File: config.mk
export PLATFORM = sky130hd
export DESIGN_NAME = regincr_pipe
export DESIGN_NICKNAME = d
export VERILOG_FILES = /design/src/rtl/regincr_pipe.sv
export SDC_FILE = /design/constraint.sdc
export NUM_CORES = 1
export LEC_CHECK = 0
export BUFFER_PORTS_ARGS = -buffer_cell sky130_fd_sc_hd__buf_2
export CAP_MARGIN = 20
export CORE_MARGIN = 5
export CORE_UTILIZATION = 25
export DETAILED_ROUTE_END_ITERATION = 7
export SETUP_SLACK_MARGIN = 0.1
export SLEW_MARGIN = 15
export SYNTH_ARGS = -nofsm -noshare
export SYNTH_HDL_FRONTEND = slang
export SYNTH_SLANG_ARGS = --single-unit
File: constraint.sdc
create_clock -name clk -period 1.9 [get_ports clk]
set_input_delay 0.38 -clock clk [delete_from_list [all_inputs] [get_ports clk]]
set_output_delay 0.38 -clock clk [all_outputs]
set_load 0.05 [all_outputs]
File: src/rtl/regincr_pipe.sv
// regincr_pipe: an elastic val/rdy pipeline of p_nstages registers. Each
// register adds p_inc to the message as it passes through, so
// out_msg = in_msg + p_nstages*p_inc.
// Optional build macro REGINCR_PIPE_SAT_EN: when it is defined, each stage
// saturates at all-ones instead of wrapping.
module regincr_pipe #(
  parameter int p_nbits   = 8,
  parameter int p_nstages = 2,
  parameter int p_inc     = 1
) (
  input  logic                               clk,
  input  logic                               reset,
  input  logic                               in_val,
  output logic                               in_rdy,
  input  logic [p_nbits-1:0]                 in_msg,
  output logic                               out_val,
  input  logic                               out_rdy,
  output logic [p_nbits-1:0]                 out_msg,
  output logic [$clog2(p_nstages+1)-1:0]     occupancy
);

  localparam int OCC_W = $clog2(p_nstages + 1);
  localparam logic [p_nbits-1:0] INC = p_nbits'(p_inc);

  // Per-stage add. The sum carries one extra bit so that an overflow can
  // be detected.
  function automatic logic [p_nbits-1:0] stage_add(input logic [p_nbits-1:0] src);
`ifdef REGINCR_PIPE_SAT_EN
    logic [p_nbits:0] sum;
    sum = {1'b0, src} + {1'b0, INC};
    stage_add = sum[p_nbits] ? {p_nbits{1'b1}} : sum[p_nbits-1:0];
`else
    stage_add = src + INC;
`endif
  endfunction

  logic [p_nstages-1:0] val_q;
  logic [p_nbits-1:0]   data_q [p_nstages];
  logic [OCC_W-1:0]     occ_q;

  logic [p_nstages-1:0] rdy;
  logic [p_nstages-1:0] src_val;
  logic [p_nbits-1:0]   src_msg [p_nstages];
  logic                 in_fire;
  logic                 out_fire;

  // Ready chain: a stage can load if it is empty or if its contents move on
  // this cycle. The chain runs combinationally from out_rdy back to stage 0.
  always_comb begin
    logic r;
    rdy = '0;
    r   = out_rdy;
    for (int i = p_nstages - 1; i >= 0; i--) begin
      r      = !val_q[i] || r;
      rdy[i] = r;
    end
  end

  // Source of each stage: stage 0 reads the input port, and later stages
  // read their predecessor.
  always_comb begin
    src_val    = '0;
    src_val[0] = in_val;
    src_msg[0] = in_msg;
    for (int i = 1; i < p_nstages; i++) begin
      src_val[i] = val_q[i-1];
      src_msg[i] = data_q[i-1];
    end
  end

  // Handshakes are gated during reset so nothing is accepted or delivered
  // while in-flight messages are being discarded.
  assign in_rdy    = rdy[0] && !reset;
  assign out_val   = val_q[p_nstages-1] && !reset;
  assign out_msg   = data_q[p_nstages-1];
  assign occupancy = occ_q;
  assign in_fire   = in_val && in_rdy;
  assign out_fire  = out_val && out_rdy;

  // Stage registers: load the incremented source when ready, else hold.
  always_ff @(posedge clk) begin
    if (reset) begin
      val_q <= '0;
      for (int i = 0; i < p_nstages; i++) data_q[i] <= '0;
    end else begin
      for (int i = 0; i < p_nstages; i++) begin
        if (rdy[i]) begin
          val_q[i]  <= src_val[i];
          data_q[i] <= stage_add(src_msg[i]);
        end
      end
    end
  end

  // Occupancy counter: it counts up on an input fire and down on an output
  // fire. When both fire in the same cycle, the count stays the same.
  always_ff @(posedge clk) begin
    if (reset) begin
      occ_q <= '0;
    end else if (in_fire && !out_fire) begin
      occ_q <= occ_q + 1'b1;
    end else if (!in_fire && out_fire) begin
      occ_q <= occ_q - 1'b1;
    end
  end

endmodule
==> flow_summary.json, run 1 <==
{
  "seqPwrFrac_pct": 46.5,
  "yosysUniqueCellTypes": 22,
  "die_area_um2": 5620,
  "grt_antenna_before_repair": 0,
  "wl_met2_um": 758,
  "ant_nets": 0,
  "report.final.setup_viol": 0,
  "power_mw": 1.13,
  "syn-instance-count": 100,
  "worstSetupPathType": "reg -> out",
  "crit_required_ns": 1.52,
  "p_comb_share_pct": 16.2,
  "wl_met3_um": 123,
  "fin_util_pct": 31.5,
  "start_util_pct": 26.0,
  "fin_nets": 136,
  "crit_path_end_kind": "output pin",
  "reg2reg_slack_ns": 0.16,
  "grt_max_degree": 15,
  "syn_avg_cell_area_um2": 10.6,
  "path_cells": "and3b_2 > or2_4 > clkinvlp_4 > buf_4 > buf_8",
  "endpoint": "in_rdy",
  "skew_ns": 0.00176,
  "p_sw_mw": 0.282,
  "final_cell_mix": "buf_2, edfxtp_1, nor2_1, nand3_1",
  "syn-cell-area_um2": 1060,
  "die-height_um": 75.0,
  "finalCritPeriodShare_pct": 92.0,
  "cp_num_cells": 5,
  "first_iter_violations": 21,
  "synth_top_area_share_pct": 45.5,
  "via_per_inst": 4.26,
  "drt-wirelength-per-cell_um": 10.0,
  "cts_tree": "built",
  "worstReg2RegStart": "val_q[0]",
  "rows": 23,
  "cts_buffer_depth": 2,
  "path_buf_inv": 3,
  "grtUsageTotal_pct": 6.40,
  "cts.htree.levels": 1,
  "ys_warn_count": 0,
  "ioPinCount": 24,
  "gr-total-overflow": 0,
  "finalHoldViolCount": 0,
  "max_cap_violations": 0,
  "clkPwrFrac_pct": 37.2,
  "min_period_ns": 1.75,
  "die_w_um": 75.0,
  "wl_met1_um": 775,
  "n_antenna_cell": 0,
  "post-dp-hpwl_um": 1400,
  "reg2reg_depth": 7,
  "first_pass_iters": 4,
  "fin_ws_ns": 0.152,
  "grt_setup_unrepaired": "false",
  "cp-start-kind": "register",
  "intPower_mw": 0.848,
  "post-synth-top-area-cell": "edfxtp_1",
  "cp_slowest_cell": "dfxtp_1",
  "hp-class": "in -> reg",
  "drive_gt1_share_pct": 32.5,
  "ys_seq_area_share_pct": 53.1,
  "p_leak_nw": 0.516,
  "syn_to_final_growth_pct": 21.0,
  "arrival_ns": 1.37,
  "vdd_drop_max_mv": 0.305,
  "preCtsSetupSlack_ns": -0.0430,
  "power_density_nw_per_um2": 885,
  "slew_headroom_pct": 79.2,
  "drv_slew": 0,
  "highest_layer": "met4",
  "core-area_um2": 4060,
  "cp_top_family": "simple AND/OR/NAND/NOR gates",
  "tightest_slew_ns": 0.312,
  "syn_nets": 115,
  "r2r_end": "occupancy[1]",
  "insertion_delay_ns": 0.26,
  "critPathMaxFanout": 3,
  "place.gp.congestion": 0.798,
  "grt_first_pass_wirelength_um": 2840,
  "root_buffer": "clkbuf_8",
  "outcome": "complete, no violations",
  "whs_ns": 0.367,
  "cp-startpoint": "val_q[0]",
  "ys_top_cells_by_area": "edfxtp_1, dfxtp_1, buf_4",
  "numCtsBuffers": 3,
  "cts_sinks": 20,
  "fmax_ghz": 0.572,
  "grt_pass1_vias": 684,
  "port_buffers": 23,
  "cpPeakStageDelay_ns": 0.32,
  "routed_wl_um": 1710,
  "final_common_cell": "buf_2",
  "switching_share_pct": 25.0,
  "ys_ff_latch": 20,
  "dr_total_vias": 725,
  "drc_errors": 0,
  "cts.clk_slew.worst_paths_ns": 0.07
}
cells in the mapped netlist (all sizes together):
| library cell | instances |
|---|---|
| or2 | 1 |
| dfxtp | 4 |
| buf | 10 |
| nand3 | 8 |
| nor2 | 12 |
| inv | 4 |
| or2b | 1 |
| or3 | 7 |
| o21ai | 7 |
| and3b | 1 |
| ha | 3 |
| xnor2 | 2 |
| edfxtp | 16 |
| nand4 | 2 |
| a21oi | 8 |
| nor2b | 1 |
| xor2 | 6 |
| and2 | 3 |
| nand2 | 4 |
registers in the layout, summed over array words and instances (netlist names):
signal,flops
data_q,16
occupancy,2
val_q,2
timing repair:
action	4_1_cts	5_1_grt
pin swaps	0	1
resized for setup	2	4
hold buffers	0	0
setup buffers	0	0
setup endpoints to repair	1	2
stage by stage:
step                cells  instance area (um2)  TNS [ns]
global route          170                 1280         0
global placement      166                 1190         0
finish                170                 1280         0
floorplan             100                 1080    -0.185
detailed placement    166                 1190   -0.0430
CTS                   170                 1270         0
power by group through the flow:
stage / logic (mW) / clock network [mW] / registers (mW)
after CTS: 0.183 / 0.427 / 0.526
after floorplan: 0.136 / 0 / 0.547
after global placement: 0.178 / 0 / 0.534
after global routing: 0.199 / 0.445 / 0.531
after detailed placement: 0.181 / 0 / 0.536
final: 0.184 / 0.421 / 0.526
worst reg2reg max path, stage by stage (launching register included):
cell	delay, ns
dfxtp_1	0.32
and3b_2	0.23
or2_4	0.24
clkinvlp_4	0.07
and2_4	0.13
ha_4	0.19
or3_1	0.36
a21oi_1	0.13
per-layer routing:
| layer | vias up | track usage, % |
|---|---|---|
| met1 | 321 | 8.42 |
| met5 | - | 0 |
| met4 | 0 | 4.15 |
| met3 | 4 | 1.07 |
| li1 | 380 | - |
| met2 | 20 | 9.67 |
area by class of cell:
type | count | area [um2]
inverter | 4 | 18.8
fill | 410 | 2780
timing repair buffer | 26 | 148
clock buffer | 3 | 41.3
sequential | 20 | 562
multi-input combinational | 66 | 415
clock inverter | 1 | 30.0
tap | 50 | 62.6
worst min path at each step:
stage	slack, ns	end	from	cells after the start
after floorplan	0.43	val_q[1]	val_q[0]	2
after global placement	0.44	val_q[1]	val_q[0]	2
after detailed placement	0.48	val_q[1]	val_q[0]	2
after CTS	0.36	val_q[0]	in_val	3
after global routing	0.37	val_q[0]	in_val	3
final	0.37	val_q[0]	in_val	3
cell families after synthesis:
kind of cell / Yosys count / synth area share (%)
XOR/XNOR: 8 / 6.64
adder cells (fa/ha/maj): 3 / 3.55
AO/OA/AOI/OAI: 15 / 7.82
buffers and inverters: 14 / 9.60
flip-flops: 20 / 53.1
AND/OR/NAND/NOR: 40 / 19.3
Power figures use the tool's default switching activity.
==> run 2, diff against run 1 <==
--- a/config.mk
+++ b/config.mk
@@ -9,6 +9,7 @@
 export CAP_MARGIN = 20
 export CORE_MARGIN = 5
 export CORE_UTILIZATION = 25
+export CTS_BUF_LIST = sky130_fd_sc_hd__clkbuf_16
 export DETAILED_ROUTE_END_ITERATION = 7
 export SETUP_SLACK_MARGIN = 0.1
 export SLEW_MARGIN = 15
==> constraint.sdc (replaced) <==
create_clock -name clk -period 1.9 [get_ports clk]
set_input_delay 0.38 -clock clk [delete_from_list [all_inputs] [get_ports clk]]
set_output_delay 0.38 -clock clk [all_outputs]
set_load 0.1 [all_outputs]
==> flow_summary.json, run 2 (same netlist as run 1, synthesis figures left out) <==
{
  "via_per_inst": 4.25,
  "post-dp-hpwl_um": 1400,
  "worstReg2RegStart": "val_q[0]",
  "min_period_ns": 1.74,
  "hold_path_end": "val_q[0]",
  "cp_slowest_cell": "dfxtp_1",
  "dr_total_vias": 723,
  "slew_headroom_pct": 67.3,
  "grtUsageTotal_pct": 6.77,
  "grt_max_degree": 15,
  "cts_buffer_depth": 2,
  "final_common_cell": "buf_2",
  "cts_sinks": 20,
  "cts_tree": "built",
  "arrival_ns": 1.36,
  "drv_slew": 0,
  "finalHoldViolCount": 0,
  "setup_tns_ns": 0,
  "drt-wirelength-per-cell_um": 10.2,
  "grt_setup_unrepaired": "false",
  "n_antenna_cell": 0,
  "first_iter_violations": 11,
  "grt_first_pass_wirelength_um": 2930,
  "ioPinCount": 24,
  "gr-total-overflow": 0,
  "fmax_ghz": 0.574,
  "rows": 23,
  "crit_required_ns": 1.52,
  "cp_top_family": "simple AND/OR/NAND/NOR gates",
  "cp-startpoint": "val_q[0]",
  "place.gp.congestion": 0.723,
  "finalCritPeriodShare_pct": 91.6,
  "fin_cells": 170,
  "p_leak_nw": 0.537,
  "vdd_drop_max_mv": 0.307,
  "die_w_um": 75.0,
  "cts.repair.resized": 0,
  "start_util_pct": 26.0,
  "grt_antenna_before_repair": 0,
  "drc_errors": 0,
  "routed_wl_um": 1740,
  "first_pass_iters": 2,
  "die-height_um": 75.0,
  "cts_hold_buf": 0,
  "syn_to_final_growth_pct": 25.5,
  "cp_num_cells": 5,
  "core-area_um2": 4060,
  "final_cell_mix": "buf_2, edfxtp_1, nor2_1, nand3_1",
  "path_cells": "and3b_2 > or2_4 > clkinvlp_4 > buf_6 > buf_12",
  "hp-class": "in -> reg",
  "reg2reg_slack_ns": 0.20,
  "largest_reg_flops": 16,
  "path_buf_inv": 3,
  "numPlacedInstances": 166,
  "reg2reg_depth": 7,
  "post_cts_buffers": 0,
  "regMostFlops": "data_q",
  "worstSetupPathType": "reg -> out",
  "fin_nets": 136,
  "port_buffers": 23,
  "r2r_end": "occupancy[1]",
  "cp-start-kind": "register",
  "critPathMaxFanout": 3,
  "crit_path_end_kind": "output pin",
  "hold-path-cell-count": 3,
  "numCtsBuffers": 3,
  "cts.htree.levels": 1,
  "grt_pass1_vias": 689,
  "die_area_um2": 5620,
  "report.final.setup_viol": 0,
  "root_buffer": "clkbuf_16",
  "max_cap_violations": 0,
  "cts.clk_slew.worst_paths_ns": 0.05,
  "outcome": "complete, no violations",
  "power_density_nw_per_um2": 1020,
  "insertion_delay_ns": 0.25,
  "cpPeakStageDelay_ns": 0.31,
  "skew_ns": 0.00197,
  "hp-start": "in_val",
  "tightest_slew_ns": 0.494,
  "power_mw": 1.35,
  "drive_gt1_share_pct": 32.5,
  "ant_nets": 0
}
-- run 2: metrics by stage --
stage	util (%)	setup slack, ns	area (um2)	hold WS, ns
2_1_floorplan	-	-0.460	1080	0.429
3_3_place_gp	29.8	0.0295	1210	0.445
3_5_place_dp	29.8	-0.0311	1210	0.471
4_1_cts	32.4	0.124	1320	0.378
5_1_grt	32.7	0.107	1330	0.406
6_report	32.7	0.159	1330	0.371
-- run 2: how the worst max path moves through the flow --
stage,to,slack (ns)
global route,in_rdy,0.11
CTS,in_rdy,0.12
detailed placement,occupancy[1],-0.03
global placement,occupancy[1],0.03
finish,in_rdy,0.16
floorplan,occupancy[1],-0.46
-- run 2: power by group --
part / leakage, nW / internal, mW / switching [mW]
logic: 0.266 / 0.0623 / 0.200
clock network: 0.0511 / 0.417 / 0.147
registers: 0.219 / 0.508 / 0.0187
-- run 2: layout make-up --
class | count | area [um2]
timing repair buffer | 26 | 156
multi-input combinational | 66 | 420
tap | 50 | 62.6
clock buffer | 3 | 75.1
sequential | 20 | 562
fill | 407 | 2730
clock inverter | 1 | 30.0
inverter | 4 | 18.8
-- run 2: per-layer routing --
metal | global-route usage, % | wire length, um
met1 | 9.12 | 768
met4 | 4.74 | 44
met5 | 0 | 0
met3 | 0.935 | 123
met2 | 9.96 | 803
-- run 2: tightest hold or removal path: cells and delay by family --
family                 cells  cell delay (ns)
buffers and inverters      1             0.09
and+or+nand+nor            2             0.11
